===== config.mk =====
export PLATFORM = sky130hd
export DESIGN_NAME = pipe_hazard_ctrl_flat
export DESIGN_NICKNAME = d
export VERILOG_FILES = /design/src/rtl/pipe_hazard_ctrl_if.sv /design/src/rtl/pipe_hazard_ctrl.sv /design/src/flat_wrapper.sv
export SDC_FILE = /design/constraint.sdc
export NUM_CORES = 1
export LEC_CHECK = 0
export CAP_MARGIN = 20
export CORE_MARGIN = 3
export CORE_UTILIZATION = 44
export DETAILED_ROUTE_END_ITERATION = 8
export PLACE_DENSITY_LB_ADDON = 0.25
export SLEW_MARGIN = 20
export SYNTH_ARGS = -nofsm -noshare
export SYNTH_HDL_FRONTEND = slang
export SYNTH_SLANG_ARGS = --single-unit

===== constraint.sdc =====
create_clock -name clk -period 1.8 [get_ports clk]
set_input_delay 0.54 -clock clk [delete_from_list [all_inputs] [get_ports clk]]
set_output_delay 0.54 -clock clk [all_outputs]
set_load 0.02 [all_outputs]

===== src/rtl/pipe_hazard_ctrl_if.sv =====
// Control bundle between the fetch/decode/execute stages and pipe_hazard_ctrl.
// The master side is the pipeline; the slave side is the controller.
interface pipe_hazard_ctrl_if #(
    parameter int RA_W = 6
);
    logic            dec_valid;
    logic [RA_W-1:0] dec_selA;
    logic [4:0]      dec_selB;
    logic            dec_uses_b;
    logic [RA_W-1:0] ex_selOut;
    logic            ex_lam_new;
    logic            ex_lam_load;
    logic            ex_new_jmp;
    logic            lam_ack;
    logic            en_fetch;
    logic            en_dec;
    logic            bubble;
    logic            pc_load_jmp;
    logic            lam_req;
    logic            mem_err;
    logic            busy;

    modport master (
        output dec_valid, dec_selA, dec_selB, dec_uses_b, ex_selOut,
               ex_lam_new, ex_lam_load, ex_new_jmp, lam_ack,
        input  en_fetch, en_dec, bubble, pc_load_jmp, lam_req, mem_err, busy
    );

    modport slave (
        input  dec_valid, dec_selA, dec_selB, dec_uses_b, ex_selOut,
               ex_lam_new, ex_lam_load, ex_new_jmp, lam_ack,
        output en_fetch, en_dec, bubble, pc_load_jmp, lam_req, mem_err, busy
    );
endinterface


===== src/rtl/pipe_hazard_ctrl.sv =====
// Fetch/decode/execute sequencing: load-use stalls, lam req/ack with timeout, jump flush.
// Optional PIPE_HAZARD_PERF_CNT_EN adds saturating stall_cnt/flush_cnt outputs.
module pipe_hazard_ctrl #(
    parameter int FLUSH_CYCLES = 2,
    parameter int MEM_TIMEOUT  = 15,
    parameter int RA_W         = 6
) (
    input  logic              clk,
    input  logic              reset,
    pipe_hazard_ctrl_if.slave bus
`ifdef PIPE_HAZARD_PERF_CNT_EN
    ,
    output logic [15:0]       stall_cnt,
    output logic [15:0]       flush_cnt
`endif
);

    typedef enum logic [1:0] {RUN, MEM_WAIT, FLUSH} state_t;

    localparam logic [2:0] FLUSH_AFTER_JMP = 3'(FLUSH_CYCLES - 1);
    localparam logic [2:0] FLUSH_AFTER_MEM = 3'(FLUSH_CYCLES);
    localparam logic [7:0] TMO_LAST        = 8'(MEM_TIMEOUT - 1);

    state_t     state_q, state_d;
    logic [7:0] tmo_q, tmo_d;
    logic [2:0] fl_q, fl_d;
    logic       jmp_pending_q, jmp_pending_d;
    logic       lam_req_q, lam_req_d;

    logic            hz;
    logic [RA_W-1:0] sel_b_ext;
    logic            en_fetch_c, en_dec_c, bubble_c, pc_load_c, mem_err_c;

    assign sel_b_ext = RA_W'(bus.dec_selB);
    assign hz = bus.dec_valid & bus.ex_lam_new & bus.ex_lam_load & (bus.ex_selOut != '0) &
                ((bus.dec_selA == bus.ex_selOut) | (bus.dec_uses_b & (sel_b_ext == bus.ex_selOut)));

    // A jump served after a memory access gets one extra flush cycle because the
    // ack cycle itself only bubbles on a load-use hazard.
    always_comb begin
        state_d       = state_q;
        tmo_d         = tmo_q;
        fl_d          = fl_q;
        jmp_pending_d = jmp_pending_q;
        lam_req_d     = lam_req_q;
        en_fetch_c    = 1'b1;
        en_dec_c      = 1'b1;
        bubble_c      = 1'b0;
        pc_load_c     = 1'b0;
        mem_err_c     = 1'b0;
        case (state_q)
            RUN: begin
                if (bus.ex_lam_new) begin
                    en_fetch_c = 1'b0;
                    en_dec_c   = 1'b0;
                    lam_req_d  = 1'b1;
                    tmo_d      = '0;
                    state_d    = MEM_WAIT;
                    if (bus.ex_new_jmp) jmp_pending_d = 1'b1;
                end else if (bus.ex_new_jmp) begin
                    bubble_c  = 1'b1;
                    pc_load_c = 1'b1;
                    if (FLUSH_AFTER_JMP != 3'd0) begin
                        state_d = FLUSH;
                        fl_d    = FLUSH_AFTER_JMP;
                    end
                end
            end
            MEM_WAIT: begin
                en_fetch_c = 1'b0;
                en_dec_c   = 1'b0;
                tmo_d      = tmo_q + 8'd1;
                if (bus.lam_ack || (tmo_q == TMO_LAST)) begin
                    if (bus.lam_ack) begin
                        en_dec_c = 1'b1;
                        bubble_c = hz;
                    end else begin
                        mem_err_c = 1'b1;
                    end
                    lam_req_d = 1'b0;
                    tmo_d     = '0;
                    if (jmp_pending_q) begin
                        pc_load_c     = 1'b1;
                        jmp_pending_d = 1'b0;
                        state_d       = FLUSH;
                        fl_d          = FLUSH_AFTER_MEM;
                    end else begin
                        state_d = RUN;
                    end
                end
            end
            FLUSH: begin
                bubble_c = 1'b1;
                fl_d     = fl_q - 3'd1;
                if (fl_q <= 3'd1) begin
                    fl_d    = '0;
                    state_d = RUN;
                end
            end
            default: begin
                state_d = RUN;
            end
        endcase
    end

    always_ff @(posedge clk or posedge reset) begin
        if (reset) begin
            state_q       <= RUN;
            tmo_q         <= '0;
            fl_q          <= '0;
            jmp_pending_q <= 1'b0;
            lam_req_q     <= 1'b0;
        end else begin
            state_q       <= state_d;
            tmo_q         <= tmo_d;
            fl_q          <= fl_d;
            jmp_pending_q <= jmp_pending_d;
            lam_req_q     <= lam_req_d;
        end
    end

    // Every output is forced low while reset is held, including the combinational ones.
    assign bus.en_fetch    = ~reset & en_fetch_c;
    assign bus.en_dec      = ~reset & en_dec_c;
    assign bus.bubble      = ~reset & bubble_c;
    assign bus.pc_load_jmp = ~reset & pc_load_c;
    assign bus.mem_err     = ~reset & mem_err_c;
    assign bus.lam_req     = lam_req_q;
    assign bus.busy        = ~reset & (state_q != RUN);

`ifdef PIPE_HAZARD_PERF_CNT_EN
    logic [15:0] stall_cnt_q, stall_cnt_d;
    logic [15:0] flush_cnt_q, flush_cnt_d;

    always_comb begin
        stall_cnt_d = stall_cnt_q;
        flush_cnt_d = flush_cnt_q;
        if (!bus.en_dec && (stall_cnt_q != 16'hFFFF)) stall_cnt_d = stall_cnt_q + 16'd1;
        if (bus.bubble && (flush_cnt_q != 16'hFFFF)) flush_cnt_d = flush_cnt_q + 16'd1;
    end

    always_ff @(posedge clk or posedge reset) begin
        if (reset) begin
            stall_cnt_q <= '0;
            flush_cnt_q <= '0;
        end else begin
            stall_cnt_q <= stall_cnt_d;
            flush_cnt_q <= flush_cnt_d;
        end
    end

    assign stall_cnt = stall_cnt_q;
    assign flush_cnt = flush_cnt_q;
`endif

endmodule


===== src/flat_wrapper.sv =====
// flat-port wrapper written by rule: the top's interface ports become plain ports
module pipe_hazard_ctrl_flat 
#(
    parameter int FLUSH_CYCLES = 2,
    parameter int MEM_TIMEOUT  = 15,
    parameter int RA_W         = 6
)
  (clk, reset, bus_dec_valid, bus_dec_selA, bus_dec_selB, bus_dec_uses_b, bus_ex_selOut, bus_ex_lam_new, bus_ex_lam_load, bus_ex_new_jmp, bus_lam_ack, bus_en_fetch, bus_en_dec, bus_bubble, bus_pc_load_jmp, bus_lam_req, bus_mem_err, bus_busy);
  pipe_hazard_ctrl_if #(.RA_W(RA_W)) bus_i ();
  input  logic clk;
  input  logic reset;
  input wire logic [$bits(bus_i.dec_valid)-1:0] bus_dec_valid;
  input wire logic [$bits(bus_i.dec_selA)-1:0] bus_dec_selA;
  input wire logic [$bits(bus_i.dec_selB)-1:0] bus_dec_selB;
  input wire logic [$bits(bus_i.dec_uses_b)-1:0] bus_dec_uses_b;
  input wire logic [$bits(bus_i.ex_selOut)-1:0] bus_ex_selOut;
  input wire logic [$bits(bus_i.ex_lam_new)-1:0] bus_ex_lam_new;
  input wire logic [$bits(bus_i.ex_lam_load)-1:0] bus_ex_lam_load;
  input wire logic [$bits(bus_i.ex_new_jmp)-1:0] bus_ex_new_jmp;
  input wire logic [$bits(bus_i.lam_ack)-1:0] bus_lam_ack;
  output wire logic [$bits(bus_i.en_fetch)-1:0] bus_en_fetch;
  output wire logic [$bits(bus_i.en_dec)-1:0] bus_en_dec;
  output wire logic [$bits(bus_i.bubble)-1:0] bus_bubble;
  output wire logic [$bits(bus_i.pc_load_jmp)-1:0] bus_pc_load_jmp;
  output wire logic [$bits(bus_i.lam_req)-1:0] bus_lam_req;
  output wire logic [$bits(bus_i.mem_err)-1:0] bus_mem_err;
  output wire logic [$bits(bus_i.busy)-1:0] bus_busy;
  assign bus_i.dec_valid = bus_dec_valid;
  assign bus_i.dec_selA = bus_dec_selA;
  assign bus_i.dec_selB = bus_dec_selB;
  assign bus_i.dec_uses_b = bus_dec_uses_b;
  assign bus_i.ex_selOut = bus_ex_selOut;
  assign bus_i.ex_lam_new = bus_ex_lam_new;
  assign bus_i.ex_lam_load = bus_ex_lam_load;
  assign bus_i.ex_new_jmp = bus_ex_new_jmp;
  assign bus_i.lam_ack = bus_lam_ack;
  assign bus_en_fetch = bus_i.en_fetch;
  assign bus_en_dec = bus_i.en_dec;
  assign bus_bubble = bus_i.bubble;
  assign bus_pc_load_jmp = bus_i.pc_load_jmp;
  assign bus_lam_req = bus_i.lam_req;
  assign bus_mem_err = bus_i.mem_err;
  assign bus_busy = bus_i.busy;
  pipe_hazard_ctrl #(.FLUSH_CYCLES(FLUSH_CYCLES), .MEM_TIMEOUT(MEM_TIMEOUT), .RA_W(RA_W)) u_core (.clk(clk), .reset(reset), .bus(bus_i));
endmodule

==> impl_metrics.csv <==
group,metric,value,unit
yosys,synth_edf_count,0,
cells_and_area,fin_cells,265,
cells_and_area,area.sequential,377,µm²
cts,cts_tree,"built",
cells_and_area,diodes,0,
power_and_ir_drop,switching_share,43.6,%
cells_and_area,fillCellCount,94,
critical_path,start_kind,"register",
yosys,yosysWarnings,0,
yosys,ys_seq_elements,15,
cells_and_area,multi_input_area,1050,µm²
routing,vias,1677,
critical_path,crit_family,"flip-flops",
cts,path_clk_slew,0.11,ns
cts,cts_buffers,3,
yosys,seq_area_frac_synth,30.8,%
place,globalplace.congestion,0.816,
flow_run,max_cap_viol_count,0,
timing,hold_violations,0,
die,pin_count,32,
timing,rsz0062_at_grt,"true",
timing,fin_crit_sh,129,%
cts,clock-root-buffer,"clkbuf_4",
routing,routed_via_density,6.33,
timing,fin_worst_skew,0.00333,ns
yosys,synth_area,1220,µm²
timing,worst_slack,-0.522,ns
power_and_ir_drop,internal-power,1.68,mW
routing,drtPass1Iterations,4,
die,dieHeight,58.6,µm
cts,clockBufferDepth,2,
global_route,first_global_vias,1624,
global_route,groute.layer.met3.usage,5.70,%
power_and_ir_drop,p_sw,1.30,mW
critical_path,critPathKind,"reg -> out",
cells_and_area,drive_above_1_share,51.1,%
yosys,synth_cell_type_count,41,
die,die_x,58.6,µm
critical_path,cp_slowest_cell,"dfrtp_2",
timing,fmax,431,MHz
critical_path,worstPathArrival,1.78,ns
global_route,grt-ovfl-total,0,
global_route,use_met1,37.4,%
yosys,syn-instance-count,141,
routing,wirelength,6080,µm
yosys,synth_ff_type,"dfrtp_1",
power_and_ir_drop,ir_drop,1.27,mV
routing,first_iter_violations,149,
power_and_ir_drop,total_power,2.98,mW
place,place_ws,-1.22,ns
cts,insertion_delay,0.29,ns
die,rows,18,
global_route,grt_max_degree,16,
die,dieArea,3440,µm²
critical_path,required,1.26,ns
global_route,met2_usage,55.0,%
global_route,grt_util_all_layers,31.7,%
power_and_ir_drop,seqPwrFrac,17.4,%
die,initial_core_util,47.9,%
cells_and_area,mostFrequentLayoutCells,"52 x buf_4, 17 x dlygate4sd2_1, 16 x buf_6, 14 x dfrtp_1, 11 x xor2_1",
timing,whs,0.579,ns
global_route,busiest_layer,"met2",
critical_path,cp_cell_sequence,"ha_2, nor4_4, o31ai_4, o32ai_2, buf_4",
yosys,synth_fp_nets,174,
power_and_ir_drop,combPwrFrac,75.4,%
routing,detail-route-antenna-nets,0,
place,port-buffer-count,31,
power_and_ir_drop,p_leak,1.10,nW
critical_path,cpPeakStageDelay,0.48,ns
timing,period_needed,2.32,ns
run_status,status,"finished with violations",
critical_path,worst-path-max-fanout,3,
global_route,grt_pass1_wl,8070,µm
yosys,synthArstFlopShare,100,%
cts,h-tree-depth,1,
cts,cts.sinks,15,
timing,slew_headroom,76.9,%
routing,drc,0,
worst_hold_path,holdCritPathClass,"reg -> reg",
timing,slew_viol_final,0,
critical_path,cp_num_buf_inv,1,
cells_and_area,syn_to_final_growth,91.8,%
die,coreArea,2540,µm²
yosys,avgSynthCellArea,8.64,µm²
place,post-place-cells,241,
power_and_ir_drop,clock_power_share,7.2,%
cells_and_area,fin_nets,269,
run_status,violations,"setup timing",
place,dp_hpwl,2840,µm
global_route,antenna_found_initial,0,
critical_path,crit_path_end_kind,"output port",
power_and_ir_drop,power_per_cell_area,1270,nW/µm²
timing,setup_viol,20,
cells_and_area,final_common_cell,"buf_4",
timing,setup_tns,-5.31,ns
timing,tightest_slew,0.345,ns
routing,wl_per_cell,22.9,µm
==> cell type report <==
type | count | area share (%)
Clock buffer | 4 | 1.12
Inverter | 12 | 2.03
Multi-Input combinational cell | 110 | 44.9
Sequential cell | 15 | 16.1
Tap cell | 30 | 1.61
Timing Repair Buffer | 94 | 34.2
==> metal layers <==
metal	vias up	part of all wire, %
met3	53	8.6
met5	-	0
met4	0	8.2
met2	140	48
li1	698	-
met1	786	35
==> logic make-up (layout without fill, tap and decap cells) <==
| family | Yosys count | count (layout) | synth area share (%) |
|---|---|---|---|
| XOR/XNOR | 11 | 11 | 7.91 |
| AO/OA/AOI/OAI | 41 | 41 | 22.0 |
| AND/OR/NAND/NOR | 45 | 45 | 20.7 |
| flip-flops | 15 | 15 | 30.8 |
| adder cells (fa/ha/maj) | 8 | 8 | 8.21 |
| multiplexers | 5 | 5 | 4.72 |
| buffers and inverters | 16 | 110 | 5.65 |
==> flip-flops by register name (all words and copies together) (netlist names) <==
name                  flops
u_core.fl_q               3
u_core.bus.lam_req        1
u_core.jmp_pending_q      1
u_core.tmo_q              8
u_core.state_q            2
==> power by group through the flow <==
stage	Combinational (mW)	Clock (mW)	Sequential, mW
4_1_cts	1.74	0.200	0.490
6_report	2.25	0.215	0.517
3_5_place_dp	1.31	0	0.493
3_3_place_gp	1.26	0	0.480
5_1_grt	2.34	0.233	0.522
2_1_floorplan	0.698	0	0.490
==> Yosys cell counts, types with 4 or more instances <==
cell type / number / area share [%]
ha_1: 8 / 8.2
nor2_1: 8 / 2.5
nand2b_1: 4 / 2.1
dfrtp_1: 15 / 31
xor2_1: 11 / 7.9
o21ai_0: 9 / 3.7
nand2_1: 10 / 3.1
a21oi_1: 8 / 3.3
inv_1: 12 / 3.7
==> through the flow <==
step | utilization [%] | cell area, µm²
finish | 91.8 | 2340
global route | 91.8 | 2340
CTS | 84.4 | 2150
detailed placement | 74.4 | 1890
global placement | 74.4 | 1890
floorplan | - | 1250
==> path summary, 6_finish.rpt <==
kind                                          startpoint  slack (ns)                             end  depth (start not counted)
max                        u_core.state_q[0]$_DFFE_PP0P_       -0.52                      bus_bubble                          5
min                           u_core.fl_q[1]$_DFFE_PP0P_        0.58      u_core.fl_q[1]$_DFFE_PP0P_                          1
max reg2reg                u_core.state_q[1]$_DFFE_PP0P_       -0.34     u_core.tmo_q[0]$_DFFE_PP0P_                         11
min reg2reg                   u_core.fl_q[1]$_DFFE_PP0P_        0.58      u_core.fl_q[1]$_DFFE_PP0P_                          1
max in group asynchronous                          reset        0.91   u_core.state_q[0]$_DFFE_PP0P_                          4
min in group asynchronous                          reset        0.69  u_core.bus.lam_req$_DFFE_PP0P_                          4
==> repair_timing <==
action / CTS / global route
hold buffers: 0 / 0
pin swaps: 21 / 13
endpoints found under the setup margin: 16 / 20
gates resized for setup: 107 / 31
hold endpoints to repair: 0 / 0
buffers inserted: 11 / 10
Power figures use the tool's default switching activity.
